[src/rtl/qpsk_demodulator.sv]
// QPSK hard-slicing receiver: symbol-aligned preamble search, payload byte assembly and an
// output byte FIFO with valid/ready handshake and sop/eop tags.
module qpsk_demodulator #(
    parameter int unsigned              SIZE_BIT_PACK = 1976,
    parameter int unsigned              SIZE_PREAMBLE = 32,
    parameter logic [SIZE_PREAMBLE-1:0] PREAMBLE      = 32'h1ACF_FC1D,
    parameter int unsigned              MAX_ERR       = 0,
    parameter int unsigned              SIZE_QI       = 16,
    parameter int unsigned              FIFO_DEPTH    = 16
) (
    input  logic                   i_clk,
    input  logic                   i_reset,
    input  logic [2*SIZE_QI-1:0]   i_data,
    input  logic                   i_valid_input,
    output logic [7:0]             o_data,
    output logic                   o_valid_output,
    input  logic                   i_ready,
    output logic                   o_sop,
    output logic                   o_eop,
    output logic                   o_lock,
    output logic                   o_pack_done,
    output logic                   o_overflow
);

    localparam int unsigned PAYLOAD_BITS  = SIZE_BIT_PACK - SIZE_PREAMBLE;
    localparam int unsigned PAYLOAD_BYTES = PAYLOAD_BITS / 8;
    localparam int unsigned CNT_W         = $clog2(PAYLOAD_BITS + 1);
    localparam int unsigned IDX_W         = CNT_W - 3;
    localparam int unsigned ERR_W         = $clog2(SIZE_PREAMBLE + 1);
    localparam int unsigned PTR_W         = $clog2(FIFO_DEPTH);

    typedef enum logic {
        S_SEARCH,
        S_PAYLOAD
    } state_t;

    state_t                   r_state;
    state_t                   w_state_next;
    logic [SIZE_PREAMBLE-1:0] r_sr;
    logic [SIZE_PREAMBLE-1:0] w_sr_next;
    logic [SIZE_PREAMBLE-1:0] w_diff;
    logic [ERR_W-1:0]         w_err_cnt;
    logic                     w_match;
    logic                     w_bit_i;
    logic                     w_bit_q;
    logic                     w_unused_bits;
    logic [CNT_W-1:0]         r_bit_cnt;
    logic [7:0]               r_byte;
    logic [7:0]               w_byte_next;
    logic [IDX_W-1:0]         w_byte_idx;
    logic                     w_byte_done;
    logic                     w_sop;
    logic                     w_eop;
    logic                     w_last;
    logic                     r_pack_done;
    logic                     r_overflow;

    logic [9:0]               r_mem [FIFO_DEPTH];
    logic [PTR_W-1:0]         r_wr_ptr;
    logic [PTR_W-1:0]         r_rd_ptr;
    logic [PTR_W:0]           r_count;
    logic                     w_pop;
    logic                     w_push_ok;
    logic                     w_not_empty;
    logic [9:0]               w_head;

    // Hard slice: the sign bit is the decision (negative -> 1, zero/positive -> 0).
    assign w_bit_i       = i_data[2*SIZE_QI-1];
    assign w_bit_q       = i_data[SIZE_QI-1];
    assign w_unused_bits = ^{i_data[2*SIZE_QI-2:SIZE_QI], i_data[SIZE_QI-2:0]};

    assign w_sr_next = {r_sr[SIZE_PREAMBLE-3:0], w_bit_i, w_bit_q};
    assign w_diff    = w_sr_next ^ PREAMBLE;

    always_comb begin
        w_err_cnt = '0;
        for (int k = 0; k < SIZE_PREAMBLE; k++) begin
            w_err_cnt = w_err_cnt + ERR_W'(w_diff[k]);
        end
    end

    assign w_match = (w_err_cnt <= ERR_W'(MAX_ERR));

    // Four samples per byte: the byte closes when the two bits already held are 6 mod 8.
    assign w_byte_next = {r_byte[5:0], w_bit_i, w_bit_q};
    assign w_byte_idx  = r_bit_cnt[CNT_W-1:3];
    assign w_byte_done = (r_state == S_PAYLOAD) && i_valid_input && (r_bit_cnt[2:1] == 2'b11);
    assign w_sop       = (w_byte_idx == IDX_W'(0));
    assign w_eop       = (w_byte_idx == IDX_W'(PAYLOAD_BYTES - 1));
    assign w_last      = w_byte_done && w_eop;

    always_comb begin
        w_state_next = r_state;
        case (r_state)
            S_SEARCH:  if (i_valid_input && w_match) w_state_next = S_PAYLOAD;
            S_PAYLOAD: if (w_last) w_state_next = S_SEARCH;
            default:   w_state_next = S_SEARCH;
        endcase
    end

    always_ff @(posedge i_clk or posedge i_reset) begin
        if (i_reset) begin
            r_state     <= S_SEARCH;
            r_sr        <= '0;
            r_bit_cnt   <= '0;
            r_byte      <= '0;
            r_pack_done <= 1'b0;
        end else begin
            r_state     <= w_state_next;
            r_pack_done <= w_last;
            if (r_state == S_SEARCH) begin
                if (i_valid_input) begin
                    r_sr <= w_sr_next;
                    if (w_match) begin
                        r_bit_cnt <= '0;
                        r_byte    <= '0;
                    end
                end
            end else if (i_valid_input) begin
                r_byte    <= w_byte_next;
                r_bit_cnt <= r_bit_cnt + CNT_W'(2);
                // Clearing sr forces the next packet to present its full preamble.
                if (w_last) begin
                    r_sr <= '0;
                end
            end
        end
    end

    assign w_not_empty = (r_count != '0);
    assign w_pop       = w_not_empty && i_ready;
    assign w_push_ok   = w_byte_done && ((r_count < (PTR_W+1)'(FIFO_DEPTH)) || w_pop);
    assign w_head      = r_mem[r_rd_ptr];

    always_ff @(posedge i_clk) begin
        if (w_push_ok) begin
            r_mem[r_wr_ptr] <= {w_sop, w_eop, w_byte_next};
        end
    end

    always_ff @(posedge i_clk or posedge i_reset) begin
        if (i_reset) begin
            r_wr_ptr   <= '0;
            r_rd_ptr   <= '0;
            r_count    <= '0;
            r_overflow <= 1'b0;
        end else begin
            if (w_push_ok) begin
                r_wr_ptr <= r_wr_ptr + PTR_W'(1);
            end
            if (w_pop) begin
                r_rd_ptr <= r_rd_ptr + PTR_W'(1);
            end
            case ({w_push_ok, w_pop})
                2'b10:   r_count <= r_count + (PTR_W+1)'(1);
                2'b01:   r_count <= r_count - (PTR_W+1)'(1);
                default: r_count <= r_count;
            endcase
            if (w_byte_done && !w_push_ok) begin
                r_overflow <= 1'b1;
            end
        end
    end

    // Head fields are masked while empty so stale storage never reaches the outputs.
    assign o_data         = w_not_empty ? w_head[7:0] : 8'h00;
    assign o_sop          = w_not_empty && w_head[9];
    assign o_eop          = w_not_empty && w_head[8];
    assign o_valid_output = w_not_empty;
    assign o_lock         = (r_state == S_PAYLOAD);
    assign o_pack_done    = r_pack_done;
    assign o_overflow     = r_overflow;

endmodule

[config.mk]
export PLATFORM = sky130hd
export DESIGN_NAME = qpsk_demodulator
export DESIGN_NICKNAME = d
export VERILOG_FILES = /design/src/rtl/qpsk_demodulator.sv
export SDC_FILE = /design/constraint.sdc
export NUM_CORES = 1
export LEC_CHECK = 0
export ABC_AREA = 1
export CAP_MARGIN = 20
export CORE_MARGIN = 5
export CORE_UTILIZATION = 50
export DETAILED_ROUTE_END_ITERATION = 8
export GPL_TIMING_DRIVEN = 0
export HOLD_SLACK_MARGIN = 0.15
export MAX_ROUTING_LAYER = met4
export PLACE_DENSITY_LB_ADDON = 0.3
export SETUP_SLACK_MARGIN = 0.02
export SKIP_LAST_GASP = 1
export SLEW_MARGIN = 20
export SYNTH_ARGS = -nofsm -noshare
export SYNTH_HDL_FRONTEND = slang
export SYNTH_SLANG_ARGS = --single-unit
[constraint.sdc]
create_clock -name i_clk -period 8.4 [get_ports i_clk]
set_input_delay 1.26 -clock i_clk [delete_from_list [all_inputs] [get_ports i_clk]]
set_output_delay 1.26 -clock i_clk [all_outputs]
set_load 0.05 [all_outputs]
# Yosys cells after proc, flatten, opt, wreduce, memory -nomap -nowiden
# Memory sizes are Yosys's and may differ from the RTL's.
# Cells that the tools add are included.
classes:
  add_sub_neg: 36
  n_lt_le_gt_ge: 2
  eq_ne: 5
  mux: 19
  bitwise: 2
  n_reduce_logical: 17
ops:
  columns: ["operator", "count"]
  rows:
  - ["$add A6 B1 Y6", 26]
  - ["$mux W30", 4]
  - ["$mux W11", 4]
  - ["$mux W6", 4]
  - ["$not A19 Y19", 1]
  - ["$add A11 B2 Y11 const B", 1]
  - ["$pmux W5 S2", 1]
  - ["$logic_and A1 B1 Y1", 9]
  - ["$add A4 B1 Y4 const B", 2]
  - ["$eq A8 B8 Y1 const B", 1]
  - ["$logic_not A8 Y1", 1]
  - ["$mux W8", 1]
  - ["$add A5 B1 Y6", 1]
  - ["$le A6 B1 Y1 const B", 1]
  - ["$add A4 B1 Y5", 1]
  - ["$add A5 B1 Y5 const B", 1]
  - ["$lt A5 B5 Y1 const B", 1]
  - ["$reduce_bool A5 Y1", 1]
  - ["$sub A5 B1 Y5 const B", 1]
  - ["$add A3 B1 Y4", 1]
  - ["$eq A2 B2 Y1 const B", 2]
  - ["$mux W1", 4]
  - ["$reduce_and A2 Y1", 2]
  - ["$reduce_bool A2 Y1", 2]
  - ["8 further kinds", 8]
word_totals:
  reg_bits: 63
  ramBits: 160
  elab_cells: 91
  memories: 1
memory_table:
  columns: ["name", "depth", "width", "rd", "rd_ports_with_merged_regs", "write_ports", "line_no", "text"]
  rows:
  - ["r_mem", 16, 10, 1, 0, 1, "58", "logic [9:0] r_mem [FIFO_DEPTH];"]

# Depth between registers and ports, before layout
# Gate-level depths: netlist of the first run.
depth:
  depth_word: 36
  ltp_mapped: 23
  depth_no_buf: 22

# Worst setup path before layout of the first run
# Ideal clock, no wire load.
synth_path:
  path_type: "input -> register"
  start: "input port i_data[31]"
  end: "register r_bit_cnt[3]"
  t_arrival_ns: 5.707
  t_required_ns: 8.333
  setup_slack_ns: 2.626
  path_stages: 20
  path_buffers: 1
  path_cell_list: "fa_1 -> inv_1 -> fa_1 -> fa_1 -> inv_1 -> fa_1 -> fa_1 -> inv_1 -> fa_1 -> inv_1 -> ha_1 -> fa_1 -> inv_1 -> nand2_1 -> nor2_1 -> nand3_1 -> nand2_1 -> buf_2 -> nand3_1 -> nand2_1"
synth_between:
  elab_chain_len: 34
synth_rtl:
  columns: ["item", "line_no", "text"]
  rows:
  - ["start: declaration", "13", "input logic [2*SIZE_QI-1:0] i_data,"]
  - ["$add A1 B1 Y2", "78", "w_err_cnt = w_err_cnt + ERR_W'(w_diff[k]);"]
  - ["$add A2 B1 Y3", "78", null]
  - ["$add A3 B1 Y4", "78", null]
  - ["$add A4 B1 Y5", "78", null]
  - ["$add A5 B1 Y6", "78", null]
  - ["$add A6 B1 Y6 (26 in a row)", "78", null]
  - ["$le A6 B1 Y1", "82", "assign w_match = (w_err_cnt <= ERR_W'(MAX_ERR));"]
  - ["$reduce_bool A2 Y1 (no source line)", null, null]
  - ["$reduce_and A2 Y1 (no source line)", null, null]
  - ["end signal: assignment", "121", "r_bit_cnt <= r_bit_cnt + CNT_W'(2);"]
  - ["end: declaration", "47", "logic [CNT_W-1:0] r_bit_cnt;"]
# Every way passes these cells.
# A chain may end at the register's enable or synchronous reset.

# Worst setup path after layout of the first run
layout_path:
  start: "input port i_data[31]"
  end: "register r_byte[2]"
layout_between:
  elab_chain_len: 34
layout_rtl:
  columns: ["item", "line_no", "text"]
  rows:
  - ["$add A1 B1 Y2", "78", null]
  - ["$add A2 B1 Y3", "78", null]
  - ["$add A3 B1 Y4", "78", null]
  - ["$add A4 B1 Y5", "78", null]
  - ["$add A5 B1 Y6", "78", null]
  - ["$add A6 B1 Y6 (26 in a row)", "78", null]
  - ["$le A6 B1 Y1", "82", null]
  - ["$reduce_bool A2 Y1 (no source line)", null, null]
  - ["$reduce_and A2 Y1 (no source line)", null, null]
  - ["end signal: assignment", "120", "r_byte <= w_byte_next;"]
  - ["end: declaration", "48", "logic [7:0] r_byte;"]
# Every way passes these cells.

==> report_table.html, run 1 <==
<table>
<tr><th>Metric</th><th>Value</th></tr>
<tr><th colspan="2">Placed design</th></tr>
<tr><td>Gpl congestion</td><td>0.8983</td></tr>
<tr><td>Port Buffers</td><td>19</td></tr>
<tr><td>Half-perimeter wire length of the detailed placement result</td><td>15110 um</td></tr>
<tr><td>Number of placed instances with taps included</td><td>1288</td></tr>
<tr><th colspan="2">Critical path</th></tr>
<tr><td>Critical path fanouts, max</td><td>19</td></tr>
<tr><td>Register-to-Register Path Depth</td><td>19</td></tr>
<tr><td>CP Data Required Time</td><td>8.84 ns</td></tr>
<tr><td>CP arrival</td><td>7.28 ns</td></tr>
<tr><td>Type of destination of the critical path</td><td>flop</td></tr>
<tr><td>Critical path launch point type</td><td>input port</td></tr>
<tr><td>Worst setup path category</td><td>input port to flop</td></tr>
<tr><td>Launch point of the worst reg-to-reg path</td><td>r_sr[3]</td></tr>
<tr><td>Terminus of the critical flop-to-flop path</td><td>r_byte[2]</td></tr>
<tr><td>Setup slack on the worst flop-to-flop path</td><td>3.12 ns</td></tr>
<tr><th colspan="2">CTS</th></tr>
<tr><td>Number of buffers between clock root and the deepest sink</td><td>3</td></tr>
<tr><td>Cts-stage hold buffer count</td><td>0</td></tr>
<tr><td>Resize count post-CTS</td><td>0</td></tr>
<tr><td>Buffers inserted during post-CTS setup optimization</td><td>0</td></tr>
<tr><td>Clock latency on the worst-skew pair</td><td>0.53 ns</td></tr>
<tr><td>Number of buffers created by CTS</td><td>23</td></tr>
<tr><td>H-tree depth</td><td>1</td></tr>
<tr><td>Sink count of the clock tree</td><td>222</td></tr>
<tr><td>TritonCTS clock tree</td><td>done</td></tr>
<tr><td>Clock slew at the register clock pins of the worst setup and hold paths</td><td>0.06 ns</td></tr>
<tr><td>Clock root cell</td><td>sky130_fd_sc_hd__clkbuf_16</td></tr>
<tr><th colspan="2">Global routing</th></tr>
<tr><td>Maximum number of pins on one net before global-route repair</td><td>50</td></tr>
<tr><td>Number of global-route vias before repair</td><td>6960</td></tr>
<tr><td>Total routing resource utilization after global routing</td><td>20.41%</td></tr>
<tr><td>Global-route wire length before repair</td><td>36820 um</td></tr>
<tr><td>Antenna violations before repair</td><td>0</td></tr>
<tr><td>Global-route congestion overflow total</td><td>0</td></tr>
<tr><th colspan="2">Logic synthesis</th></tr>
<tr><td>Number of nets produced by synthesis</td><td>1074</td></tr>
<tr><td>Seq cells post-synth</td><td>222</td></tr>
<tr><td>Number of distinct library cells after synthesis</td><td>27</td></tr>
<tr><td>Ys flop type</td><td>sky130_fd_sc_hd__edfxtp_1</td></tr>
<tr><td>Top post-synthesis cells by area</td><td>sky130_fd_sc_hd__edfxtp_1 47%, sky130_fd_sc_hd__dfrtp_1 15%, sky130_fd_sc_hd__nand2_1 13%</td></tr>
<tr><td>Cell accounting for the most synthesized area</td><td>sky130_fd_sc_hd__edfxtp_1</td></tr>
<tr><td>Count of synthesis-stage warnings from yosys</td><td>0</td></tr>
<tr><td>Post-synthesis sequential area ratio</td><td>62.25%</td></tr>
<tr><td>Cell count after synthesis</td><td>996</td></tr>
<tr><td>Post-synth EDFFs</td><td>160</td></tr>
<tr><td>Synthesized area per cell</td><td>10.25 um^2</td></tr>
<tr><td>Area share of the largest cell type after synthesis</td><td>47.06%</td></tr>
<tr><td>Async set-or-reset flop fraction in the synthesized netlist</td><td>27.93%</td></tr>
<tr><td>Netlist area before placement</td><td>10210 um^2</td></tr>
<tr><th colspan="2">Finish</th></tr>
<tr><td>Filler instances</td><td>1719</td></tr>
<tr><td>Number of diodes added for antenna fixing</td><td>0</td></tr>
<tr><td>Final Non-Filler Cells</td><td>1332</td></tr>
<tr><td>Fraction of final layout cells with drive strength greater than 1</td><td>7.910%</td></tr>
<tr><td>Number of nets in the layout</td><td>1123</td></tr>
<tr><td>Post-synthesis to final-layout area growth</td><td>12.77%</td></tr>
<tr><th colspan="2">Timing</th></tr>
<tr><td>Hold Violations, Final</td><td>0</td></tr>
<tr><td>Worst Skew</td><td>0.02893 ns</td></tr>
<tr><td>Setup tns final</td><td>0 ns</td></tr>
<tr><td>Final slew viol count</td><td>0</td></tr>
<tr><td>RSZ-0062 raised after global routing</td><td>false</td></tr>
<tr><td>Final setup violating endpoints</td><td>0</td></tr>
<tr><td>Maximum achievable frequency</td><td>146.1 MHz</td></tr>
<tr><td>Normalized max-slew margin</td><td>22.27%</td></tr>
<tr><td>Final critical-path share of the clock period</td><td>81.46%</td></tr>
<tr><td>Transition time of the tightest slew-check pin</td><td>1.162 ns</td></tr>
<tr><td>Worst hold margin</td><td>0.4973 ns</td></tr>
<tr><td>Minimum clock period after layout</td><td>6.843 ns</td></tr>
<tr><th colspan="2">Detailed routing</th></tr>
<tr><td>Routed via count divided by cell count</td><td>5.225</td></tr>
<tr><td>Post-route DRC violation count</td><td>0</td></tr>
<tr><td>Length of the first detailed-routing pass in iterations</td><td>5</td></tr>
<tr><td>Routed Wire Length</td><td>23010 um</td></tr>
<tr><td>DR vias</td><td>6960</td></tr>
<tr><td>Wire per inst</td><td>17.27 um</td></tr>
<tr><td>Iteration-0 DRC Markers</td><td>650</td></tr>
<tr><td>Antenna viol nets, final</td><td>0</td></tr>
<tr><th colspan="2">Die</th></tr>
<tr><td>Floorplan die area</td><td>23380 um^2</td></tr>
<tr><td>Chip width</td><td>152.9 um</td></tr>
<tr><td>Core region area</td><td>20170 um^2</td></tr>
<tr><td>Total number of placement rows</td><td>52</td></tr>
<tr><td>Die height</td><td>152.9 um</td></tr>
<tr><td>I/O pins</td><td>50</td></tr>
<tr><td>Starting density of the core</td><td>50.62%</td></tr>
<tr><th colspan="2">Run</th></tr>
<tr><td>Max Cap Viol</td><td>0</td></tr>
<tr><th colspan="2">Hold path</th></tr>
<tr><td>Hold Path Stages</td><td>2</td></tr>
<tr><td>Start point of the worst hold path</td><td>r_sr[21]</td></tr>
<tr><td>Worst min-delay path endpoint</td><td>r_sr[21]</td></tr>
<tr><td>Type of the most critical hold path</td><td>flop to flop</td></tr>
<tr><th colspan="2">Status</th></tr>
<tr><td>Status</td><td>complete, no violations</td></tr>
</table>
[sequential cells by signal, indices dropped and copies added (netlist names)]
register     flops
o_pack_done      1
r_count          5
o_lock           1
r_sr            30
r_bit_cnt       10
r_wr_ptr         4
r_rd_ptr         4
r_byte           6
o_overflow       1
r_mem          160
[through the flow]
| step | utilization, % | area [um^2] | setup WS (ns) |
|---|---|---|---|
| global placement | 53.24 | 10740 | 1.113 |
| detailed placement | 53.48 | 10790 | 1.071 |
| floorplan | - | 10210 | 2.626 |
| CTS | 56.99 | 11490 | 1.526 |
| finish | 57.08 | 11510 | 1.557 |
| global route | 57.08 | 11510 | 1.229 |
[synthesized netlist by cell type (2+ instances only)]
library cell and count:
sky130_fd_sc_hd__dfrtp_1 62, sky130_fd_sc_hd__buf_1 2, sky130_fd_sc_hd__clkinv_1 3, sky130_fd_sc_hd__xor2_1 11, sky130_fd_sc_hd__clkbuf_1 15, sky130_fd_sc_hd__inv_1 88, sky130_fd_sc_hd__buf_2 21, sky130_fd_sc_hd__nand2_2 13
sky130_fd_sc_hd__nand4_1 2, sky130_fd_sc_hd__nand3_1 146, sky130_fd_sc_hd__edfxtp_1 160, sky130_fd_sc_hd__o21ai_0 13, sky130_fd_sc_hd__fa_1 25, sky130_fd_sc_hd__nand2_1 356, sky130_fd_sc_hd__a21oi_1 11, sky130_fd_sc_hd__buf_6 3
sky130_fd_sc_hd__ha_1 17, sky130_fd_sc_hd__nor2_1 39
[cells in the final DEF, fill, tap and decap left out, types with 17 or more instances in the layout]
master / instances
sky130_fd_sc_hd__clkbuf_1: 20
sky130_fd_sc_hd__nand3_1: 146
sky130_fd_sc_hd__clkbuf_16: 23
sky130_fd_sc_hd__ha_1: 17
sky130_fd_sc_hd__edfxtp_1: 160
sky130_fd_sc_hd__nor2_1: 36
sky130_fd_sc_hd__buf_2: 23
sky130_fd_sc_hd__fa_1: 25
sky130_fd_sc_hd__clkdlybuf4s50_1: 19
sky130_fd_sc_hd__inv_1: 87
sky130_fd_sc_hd__dfrtp_1: 62
sky130_fd_sc_hd__nand2_1: 356
[critical path, cell delays in order]
cell                              delay, ns
sky130_fd_sc_hd__clkdlybuf4s50_1       0.95
sky130_fd_sc_hd__fa_1                  0.80
sky130_fd_sc_hd__inv_1                 0.06
sky130_fd_sc_hd__fa_1                  0.49
sky130_fd_sc_hd__fa_1                  0.53
sky130_fd_sc_hd__inv_1                 0.05
sky130_fd_sc_hd__fa_1                  0.48
sky130_fd_sc_hd__fa_1                  0.53
sky130_fd_sc_hd__inv_1                 0.05
sky130_fd_sc_hd__fa_1                  0.47
sky130_fd_sc_hd__inv_1                 0.04
sky130_fd_sc_hd__ha_1                  0.20
sky130_fd_sc_hd__fa_1                  0.48
sky130_fd_sc_hd__inv_1                 0.03
sky130_fd_sc_hd__nand2_1               0.05
sky130_fd_sc_hd__nor2_1                0.04
sky130_fd_sc_hd__nand3_1               0.14
sky130_fd_sc_hd__clkbuf_1              0.36
sky130_fd_sc_hd__nand3_1               0.14
sky130_fd_sc_hd__nand2_1               0.10
[per-layer routing]
layer  global-route usage [%]  wire length (um)  up-vias  part of all wire (%)
li1                         -                 -     3348                     -
met1                    27.52             10010     3347                    43
met2                    33.13             10960      222                    48
met3                    2.884              1511       43                   6.6
met4                    5.261               527        0                   2.3
met5                        -                 0        -                     0
[kinds of logic (layout without fill, tap and decap cells)]
| group | count (synthesis) | count (layout) | share of synthesized area [%] |
|---|---|---|---|
| compound gates | 27 | 27 | 1.409 |
| xor+xnor | 12 | 12 | 1.029 |
| fa+ha+maj | 42 | 42 | 6.985 |
| buf+inv | 133 | 199 | 5.368 |
| flops | 222 | 222 | 62.25 |
| simple gates | 560 | 560 | 22.95 |
[worst max path at each step]
stage / from / endpoint / cells past startpoint
after floorplan: i_data[31] / r_bit_cnt[3] / 20
after global placement: i_data[31] / r_bit_cnt[4] / 20
after detailed placement: i_data[31] / r_bit_cnt[1] / 20
after CTS: i_data[31] / r_bit_cnt[7] / 21
after global routing: i_data[31] / r_byte[2] / 21
final: i_data[31] / r_byte[2] / 20
[cell type report]
class                   count  area (um^2)  share of cell area [%]
clock inverters            13        98.84                  0.8585
inverters                  92        347.8                   3.021
plain buffers              41        202.7                   1.760
repair buffers             24        242.7                   2.108
clock buffers              29        608.1                   5.281
flip-flops and latches    222         6356                   55.21
well taps                 270        337.8                   2.934
multi-input cells         641         3319                   28.83
Power of run 1 is not shown: default switching activity piles up to over one toggle a cycle in this logic, so the estimate is an artifact.
==> run 2: changes to the inputs <==
Clock period 8.4 ns to 6.85 ns, I/O delays scaled along.
==> run 2 against run 1 <==
- hold slack barely moved
- critical path depth did not move
- sequential cell count did not move
- utilization barely moved
- setup slack got worse by 0.86 ns
- register-to-register slack got worse by 1.6 ns
- clock-buffer cell count did not move
- first-iteration DRC count rose by 1.2%
- sequential share of layout area barely moved
- wire length fell by 0.31%
- die area did not move
- global-route usage did not move
- largest cell class unchanged
- highest routed layer unchanged
==> report_table.html, run 2 (synthesis gave the netlist of run 1 again) <==
<table>
<tr><th>Metric</th><th>Value</th></tr>
<tr><th colspan="2">Status</th></tr>
<tr><td>Status</td><td>complete, no violations (unchanged)</td></tr>
<tr><th colspan="2">CTS</th></tr>
<tr><td>Resize count post-CTS</td><td>0 (unchanged)</td></tr>
<tr><td>Clock latency on the worst-skew pair</td><td>0.53 ns (about the same)</td></tr>
<tr><td>TritonCTS clock tree</td><td>done (unchanged)</td></tr>
<tr><td>Sink count of the clock tree</td><td>222 (unchanged)</td></tr>
<tr><td>Cts-stage hold buffer count</td><td>0 (unchanged)</td></tr>
<tr><td>Clock slew at the register clock pins of the worst setup and hold paths</td><td>0.06 ns (about the same)</td></tr>
<tr><td>Buffers inserted during post-CTS setup optimization</td><td>0 (unchanged)</td></tr>
<tr><td>Number of buffers between clock root and the deepest sink</td><td>3 (unchanged)</td></tr>
<tr><td>Number of buffers created by CTS</td><td>23 (unchanged)</td></tr>
<tr><td>H-tree depth</td><td>1 (unchanged)</td></tr>
<tr><td>Clock root cell</td><td>sky130_fd_sc_hd__clkbuf_16 (unchanged)</td></tr>
<tr><th colspan="2">Critical path</th></tr>
<tr><td>Critical path launch point type</td><td>input port (unchanged)</td></tr>
<tr><td>Launch point of the worst reg-to-reg path</td><td>r_sr[3] (unchanged)</td></tr>
<tr><td>Critical path fanouts, max</td><td>19 (unchanged)</td></tr>
<tr><td>CP arrival</td><td>6.59 ns (was 7.28 ns)</td></tr>
<tr><td>Setup slack on the worst flop-to-flop path</td><td>1.57 ns (was 3.12 ns)</td></tr>
<tr><td>Terminus of the critical flop-to-flop path</td><td>r_byte[2] (unchanged)</td></tr>
<tr><td>Worst setup path category</td><td>input port to flop (unchanged)</td></tr>
<tr><td>Type of destination of the critical path</td><td>flop (unchanged)</td></tr>
<tr><td>Register-to-Register Path Depth</td><td>19 (unchanged)</td></tr>
<tr><td>CP Data Required Time</td><td>7.29 ns (was 8.84 ns)</td></tr>
<tr><th colspan="2">Hold path</th></tr>
<tr><td>Start point of the worst hold path</td><td>r_sr[21] (unchanged)</td></tr>
<tr><td>Type of the most critical hold path</td><td>flop to flop (unchanged)</td></tr>
<tr><td>Hold Path Stages</td><td>2 (unchanged)</td></tr>
<tr><td>Worst min-delay path endpoint</td><td>r_sr[21] (unchanged)</td></tr>
<tr><th colspan="2">Finish</th></tr>
<tr><td>Filler instances</td><td>1720 (was 1719)</td></tr>
<tr><td>Reg with most FFs</td><td>r_mem (unchanged)</td></tr>
<tr><td>Largest register FFs</td><td>160 (unchanged)</td></tr>
<tr><td>Number of diodes added for antenna fixing</td><td>0 (unchanged)</td></tr>
<tr><td>Number of nets in the layout</td><td>1123 (unchanged)</td></tr>
<tr><td>Largest registers</td><td>r_mem: 160 flops, r_sr: 30 flops, r_bit_cnt: 10 flops (unchanged)</td></tr>
<tr><td>Fraction of final layout cells with drive strength greater than 1</td><td>7.910% (unchanged)</td></tr>
<tr><td>Final Non-Filler Cells</td><td>1332 (unchanged)</td></tr>
<tr><td>Post-synthesis to final-layout area growth</td><td>12.82% (was 12.77%)</td></tr>
<tr><td>Leading cell type in the layout, fill and taps excluded</td><td>sky130_fd_sc_hd__nand2_1 (unchanged)</td></tr>
<tr><td>Highest-count cells in the layout ignoring fill and taps</td><td>356 x sky130_fd_sc_hd__nand2_1, 160 x sky130_fd_sc_hd__edfxtp_1, 146 x sky130_fd_sc_hd__nand3_1 (unchanged)</td></tr>
<tr><th colspan="2">Detailed routing</th></tr>
<tr><td>Routed via count divided by cell count</td><td>5.186 (was 5.225)</td></tr>
<tr><td>Routed Wire Length</td><td>22930 um (was 23010 um)</td></tr>
<tr><td>Post-route DRC violation count</td><td>0 (unchanged)</td></tr>
<tr><td>Iteration-0 DRC Markers</td><td>658 (was 650)</td></tr>
<tr><td>Length of the first detailed-routing pass in iterations</td><td>5 (unchanged)</td></tr>
<tr><td>Wire per inst</td><td>17.22 um (was 17.27 um)</td></tr>
<tr><td>Antenna viol nets, final</td><td>0 (unchanged)</td></tr>
<tr><td>DR vias</td><td>6908 (was 6960)</td></tr>
<tr><th colspan="2">Placed design</th></tr>
<tr><td>Port Buffers</td><td>19 (unchanged)</td></tr>
<tr><td>Number of placed instances with taps included</td><td>1288 (unchanged)</td></tr>
<tr><td>Half-perimeter wire length of the detailed placement result</td><td>15110 um (unchanged)</td></tr>
<tr><td>Gpl congestion</td><td>0.8983 (unchanged)</td></tr>
<tr><th colspan="2">Timing</th></tr>
<tr><td>Worst Skew</td><td>0.02721 ns (was 0.02893 ns)</td></tr>
<tr><td>Setup tns final</td><td>0 ns (unchanged)</td></tr>
<tr><td>Minimum clock period after layout</td><td>6.152 ns</td></tr>
<tr><td>Final critical-path share of the clock period</td><td>89.81%</td></tr>
<tr><td>Final slew viol count</td><td>0 (unchanged)</td></tr>
<tr><td>RSZ-0062 raised after global routing</td><td>false (unchanged)</td></tr>
<tr><td>Maximum achievable frequency</td><td>162.5 MHz</td></tr>
<tr><td>Normalized max-slew margin</td><td>19.87% (was 22.27%)</td></tr>
<tr><td>Hold Violations, Final</td><td>0 (unchanged)</td></tr>
<tr><td>Final setup violating endpoints</td><td>0 (unchanged)</td></tr>
<tr><td>Transition time of the tightest slew-check pin</td><td>1.198 ns (was 1.162 ns)</td></tr>
<tr><th colspan="2">Global routing</th></tr>
<tr><td>Antenna violations before repair</td><td>0 (unchanged)</td></tr>
<tr><td>Total routing resource utilization after global routing</td><td>20.41% (unchanged)</td></tr>
<tr><td>Maximum number of pins on one net before global-route repair</td><td>50 (unchanged)</td></tr>
<tr><td>Global-route congestion overflow total</td><td>0 (unchanged)</td></tr>
<tr><td>Number of global-route vias before repair</td><td>6960 (unchanged)</td></tr>
<tr><td>Global-route wire length before repair</td><td>36820 um (unchanged)</td></tr>
<tr><th colspan="2">Die</th></tr>
<tr><td>Die height</td><td>152.9 um (unchanged)</td></tr>
<tr><td>Floorplan die area</td><td>23380 um^2 (unchanged)</td></tr>
<tr><td>I/O pins</td><td>50 (unchanged)</td></tr>
<tr><td>Starting density of the core</td><td>50.62% (unchanged)</td></tr>
<tr><td>Core region area</td><td>20170 um^2 (unchanged)</td></tr>
<tr><td>Chip width</td><td>152.9 um (unchanged)</td></tr>
<tr><td>Total number of placement rows</td><td>52 (unchanged)</td></tr>
<tr><th colspan="2">Run</th></tr>
<tr><td>Max Cap Viol</td><td>0 (unchanged)</td></tr>
</table>
[run 2: layout make-up]
cell class	instances	area [um^2]	share of cell area (%)
plain buffers	41	202.7	1.760
clock buffers	29	608.1	5.279
clock inverters	13	98.84	0.8581
inverters	92	347.8	3.020
multi-input cells	641	3319	28.82
flip-flops and latches	222	6356	55.18
well taps	270	337.8	2.933
repair buffers	24	247.7	2.151
[run 2: worst max-delay path: stages]
cell	delay (ns)
sky130_fd_sc_hd__dlymetal6s2s_1	0.74
sky130_fd_sc_hd__fa_1	0.56
sky130_fd_sc_hd__inv_1	0.09
sky130_fd_sc_hd__fa_1	0.45
sky130_fd_sc_hd__fa_1	0.53
sky130_fd_sc_hd__inv_1	0.05
sky130_fd_sc_hd__fa_1	0.48
sky130_fd_sc_hd__fa_1	0.53
sky130_fd_sc_hd__inv_1	0.05
sky130_fd_sc_hd__fa_1	0.47
sky130_fd_sc_hd__inv_1	0.04
sky130_fd_sc_hd__ha_1	0.20
sky130_fd_sc_hd__fa_1	0.48
sky130_fd_sc_hd__inv_1	0.03
sky130_fd_sc_hd__nand2_1	0.05
sky130_fd_sc_hd__nor2_1	0.04
sky130_fd_sc_hd__nand3_1	0.14
sky130_fd_sc_hd__clkbuf_1	0.36
sky130_fd_sc_hd__nand3_1	0.14
sky130_fd_sc_hd__nand2_1	0.10
[run 2: worst max path at each step]
stage | from | to | slack [ns] | cells after the start
floorplan | i_data[31] | r_bit_cnt[3] | 1.31 | 20
global placement | i_data[31] | r_bit_cnt[4] | -0.20 | 20
CTS | i_data[31] | r_bit_cnt[7] | 0.21 | 21
detailed placement | i_data[31] | r_bit_cnt[1] | -0.25 | 20
global route | i_data[31] | r_byte[2] | 0.37 | 21
finish | i_data[31] | r_byte[2] | 0.70 | 20
[run 2: layer usage]
layer / track usage [%] / vias up / share of wire, %
li1: - / 3345 / -
met1: 27.52 / 3312 / 44
met2: 33.13 / 213 / 48
met3: 2.884 / 38 / 6.1
met4: 5.261 / 0 / 2.2
met5: - / - / 0
[run 2: stage by stage]
stage	hold WS, ns	instance area, um^2	util [%]	setup WS [ns]
final	0.4973	11520	57.11	0.6978
after floorplan	0.4543	10210	-	1.308
after detailed placement	0.4765	10790	53.48	-0.2466
after global routing	0.5166	11520	57.11	0.3704
after global placement	0.4730	10740	53.24	-0.2046
after CTS	0.4998	11490	56.99	0.2085
Power of run 2 is left out for the same reason.
==> run 3: changes to the inputs <==
Settings changed: GPL_TIMING_DRIVEN 0 to not set.
==> run 3 against run 2 <==
- fmax increased by 4.1%
- wire length decreased by 5.7%
- setup slack improved by 0.24 ns
- design area decreased by 0.76%
- die area unchanged
- utilization decreased by 0.43 points
- critical path depth unchanged
- final cell count decreased by 2.5%
- register-to-register slack improved by 0.12 ns
- sequential cell count unchanged
- critical endpoint is now r_bit_cnt[1]
- largest cell class unchanged
==> report_table.html, run 3 (synthesis gave the netlist of run 1 again) <==
<table>
<tr><th>Metric</th><th>Value</th></tr>
<tr><th colspan="2">Die</th></tr>
<tr><td>I/O pins</td><td>50 (unchanged)</td></tr>
<tr><td>Die height</td><td>152.9 um (unchanged)</td></tr>
<tr><td>Chip width</td><td>152.9 um (unchanged)</td></tr>
<tr><td>Total number of placement rows</td><td>52 (unchanged)</td></tr>
<tr><td>Starting density of the core</td><td>50.62% (unchanged)</td></tr>
<tr><td>Floorplan die area</td><td>23380 um^2 (unchanged)</td></tr>
<tr><td>Core region area</td><td>20170 um^2 (unchanged)</td></tr>
<tr><th colspan="2">Critical path</th></tr>
<tr><td>Critical path launch point type</td><td>input port (unchanged)</td></tr>
<tr><td>Type of destination of the critical path</td><td>flop (unchanged)</td></tr>
<tr><td>CP arrival</td><td>6.29 ns (was 6.59 ns)</td></tr>
<tr><td>Worst setup path category</td><td>input port to flop (unchanged)</td></tr>
<tr><td>Critical path fanouts, max</td><td>13 (was 19)</td></tr>
<tr><td>CP Data Required Time</td><td>7.23 ns (was 7.29 ns)</td></tr>
<tr><th colspan="2">Detailed routing</th></tr>
<tr><td>Met3 routed wirelength</td><td>1437 um (was 1407 um)</td></tr>
<tr><td>Iteration-0 DRC Markers</td><td>618 (was 658)</td></tr>
<tr><td>Wire length on met2</td><td>10350 um (was 10980 um)</td></tr>
<tr><td>Antenna viol nets, final</td><td>0 (unchanged)</td></tr>
<tr><td>DR vias</td><td>6837 (was 6908)</td></tr>
<tr><td>Length of the first detailed-routing pass in iterations</td><td>5 (unchanged)</td></tr>
<tr><td>Post-route DRC violation count</td><td>0 (unchanged)</td></tr>
<tr><td>Highest routing layer actually used</td><td>met4 (unchanged)</td></tr>
<tr><td>WL met1</td><td>9460 um (was 10040 um)</td></tr>
<tr><td>Wire per inst</td><td>16.65 um (was 17.22 um)</td></tr>
<tr><td>Routed via count divided by cell count</td><td>5.263 (was 5.186)</td></tr>
<tr><td>Routed Wire Length</td><td>21630 um (was 22930 um)</td></tr>
<tr><th colspan="2">Global routing</th></tr>
<tr><td>Antenna violations before repair</td><td>0 (unchanged)</td></tr>
<tr><td>Global-route wire length before repair</td><td>35400 um (was 36820 um)</td></tr>
<tr><td>Number of global-route vias before repair</td><td>6762 (was 6960)</td></tr>
<tr><td>Total routing resource utilization after global routing</td><td>19.27% (was 20.41%)</td></tr>
<tr><td>Global-route congestion overflow total</td><td>0 (unchanged)</td></tr>
<tr><td>Maximum number of pins on one net before global-route repair</td><td>83 (was 50)</td></tr>
<tr><th colspan="2">CTS</th></tr>
<tr><td>Number of buffers created by CTS</td><td>24 (was 23)</td></tr>
<tr><td>Resize count post-CTS</td><td>0 (unchanged)</td></tr>
<tr><td>Clock latency on the worst-skew pair</td><td>0.51 ns (was 0.53 ns)</td></tr>
<tr><td>Clock root cell</td><td>sky130_fd_sc_hd__clkbuf_16 (unchanged)</td></tr>
<tr><td>Buffers inserted during post-CTS setup optimization</td><td>0 (unchanged)</td></tr>
<tr><td>Sink count of the clock tree</td><td>222 (unchanged)</td></tr>
<tr><td>Number of buffers between clock root and the deepest sink</td><td>3 (unchanged)</td></tr>
<tr><td>H-tree depth</td><td>1 (unchanged)</td></tr>
<tr><td>Clock slew at the register clock pins of the worst setup and hold paths</td><td>0.06 ns (about the same)</td></tr>
<tr><td>Cts-stage hold buffer count</td><td>0 (unchanged)</td></tr>
<tr><td>TritonCTS clock tree</td><td>done (unchanged)</td></tr>
<tr><th colspan="2">Timing</th></tr>
<tr><td>Final slew viol count</td><td>0 (unchanged)</td></tr>
<tr><td>Final critical-path share of the clock period</td><td>86.27% (was 89.81%)</td></tr>
<tr><td>Minimum clock period after layout</td><td>5.909 ns (was 6.152 ns)</td></tr>
<tr><td>Normalized max-slew margin</td><td>27.02% (was 19.87%)</td></tr>
<tr><td>Setup tns final</td><td>0 ns (unchanged)</td></tr>
<tr><td>Hold Violations, Final</td><td>0 (unchanged)</td></tr>
<tr><td>Worst Skew</td><td>0.02074 ns (was 0.02721 ns)</td></tr>
<tr><td>Maximum achievable frequency</td><td>169.2 MHz (was 162.5 MHz)</td></tr>
<tr><td>RSZ-0062 raised after global routing</td><td>false (unchanged)</td></tr>
<tr><td>Final setup violating endpoints</td><td>0 (unchanged)</td></tr>
<tr><td>Worst hold margin</td><td>0.4851 ns (was 0.4973 ns)</td></tr>
<tr><td>Transition time of the tightest slew-check pin</td><td>1.091 ns (was 1.198 ns)</td></tr>
<tr><th colspan="2">Finish</th></tr>
<tr><td>Filler instances</td><td>1705 (was 1720)</td></tr>
<tr><td>Leading cell type in the layout, fill and taps excluded</td><td>sky130_fd_sc_hd__nand2_1 (unchanged)</td></tr>
<tr><td>Largest registers</td><td>r_mem: 160 flops, r_sr: 30 flops, r_bit_cnt: 10 flops (unchanged)</td></tr>
<tr><td>Fraction of final layout cells with drive strength greater than 1</td><td>7.289% (was 7.910%)</td></tr>
<tr><td>Number of nets in the layout</td><td>1089 (was 1123)</td></tr>
<tr><td>Highest-count cells in the layout ignoring fill and taps</td><td>356 x sky130_fd_sc_hd__nand2_1, 160 x sky130_fd_sc_hd__edfxtp_1, 146 x sky130_fd_sc_hd__nand3_1 (unchanged)</td></tr>
<tr><td>Sequential cell area</td><td>6357 um^2 (was 6356 um^2)</td></tr>
<tr><td>Post-synthesis to final-layout area growth</td><td>11.96% (was 12.82%)</td></tr>
<tr><td>Reg with most FFs</td><td>r_mem (unchanged)</td></tr>
<tr><td>Number of diodes added for antenna fixing</td><td>0 (unchanged)</td></tr>
<tr><td>Area occupied by multi-input gates</td><td>3327 um^2 (was 3319 um^2)</td></tr>
<tr><td>Largest register FFs</td><td>160 (unchanged)</td></tr>
<tr><th colspan="2">Placed design</th></tr>
<tr><td>Gpl congestion</td><td>0.8487 (was 0.8983)</td></tr>
<tr><td>Half-perimeter wire length of the detailed placement result</td><td>13150 um (was 15110 um)</td></tr>
<tr><td>Port Buffers</td><td>19 (unchanged)</td></tr>
<tr><th colspan="2">Hold path</th></tr>
<tr><td>Type of the most critical hold path</td><td>flop to flop (unchanged)</td></tr>
<tr><th colspan="2">Run</th></tr>
<tr><td>Max Cap Viol</td><td>0 (unchanged)</td></tr>
<tr><th colspan="2">Status</th></tr>
<tr><td>Status</td><td>complete, no violations (unchanged)</td></tr>
</table>
==> run 3: cell types whose count changed in the layout (fill, tap and decap cells not counted), sizes merged <==
cell | previous run | this run
bufinv | 1 | 0
clkinv | 14 | 13
inv | 90 | 89
dlymetal6s2s | 2 | 0
clkbuf | 44 | 33
buf | 31 | 11
clkdlybuf4s50 | 17 | 19
clkinvlp | 0 | 1
==> run 3: metal layers <==
metal | GRT usage (%) | vias up
met5 | - | -
met4 | 5.134 | 0
met3 | 2.545 | 33
met2 | 30.43 | 203
met1 | 26.81 | 3320
li1 | - | 3281
==> run 3: area by class of cell <==
cell class,instances,share of cell area [%]
flip-flops and latches,222,55.61
multi-input cells,641,29.10
clock buffers,33,6.272
inverters,92,3.021
well taps,270,2.955
repair buffers,30,2.419
clock inverters,11,0.6130
==> run 3: through the flow <==
step	worst slack (ns)	utilization [%]	area, um^2	cells
after floorplan	1.308	-	10210	996
after global placement	0.4209	52.66	10620	1254
after detailed placement	0.3997	52.75	10640	1255
after CTS	0.9162	56.65	11430	1299
after global routing	0.6907	56.67	11430	1299
final	0.9408	56.67	11430	1299
==> run 3: final timing paths <==
check                           start           end  slack, ns  cells past startpoint
min                        o_overflow    o_overflow       0.49                      1
min reg2reg                o_overflow    o_overflow       0.49                      1
max reg2reg                   r_sr[3]  r_bit_cnt[1]       1.69                     18
max                        i_data[15]  r_bit_cnt[1]       0.94                     20
min in group asynchronous     i_reset  r_bit_cnt[1]       1.09                      3
max in group asynchronous     i_reset   r_rd_ptr[0]       5.19                      3
==> run 3: worst max-delay path, stage by stage <==
cell and delay (ns):
sky130_fd_sc_hd__clkdlybuf4s50_1 0.57, sky130_fd_sc_hd__fa_1 0.61, sky130_fd_sc_hd__inv_1 0.06, sky130_fd_sc_hd__fa_1 0.47, sky130_fd_sc_hd__inv_1 0.05, sky130_fd_sc_hd__fa_1 0.47
sky130_fd_sc_hd__inv_1 0.05, sky130_fd_sc_hd__fa_1 0.47, sky130_fd_sc_hd__fa_1 0.55, sky130_fd_sc_hd__inv_1 0.06, sky130_fd_sc_hd__fa_1 0.47, sky130_fd_sc_hd__inv_1 0.04
sky130_fd_sc_hd__ha_1 0.19, sky130_fd_sc_hd__fa_1 0.43, sky130_fd_sc_hd__inv_1 0.06, sky130_fd_sc_hd__nand2_1 0.04, sky130_fd_sc_hd__nor2_1 0.10, sky130_fd_sc_hd__nand3_1 0.09
sky130_fd_sc_hd__nand2_1 0.32, sky130_fd_sc_hd__o21ai_0 0.15
Power of run 3 is left out for the same reason.
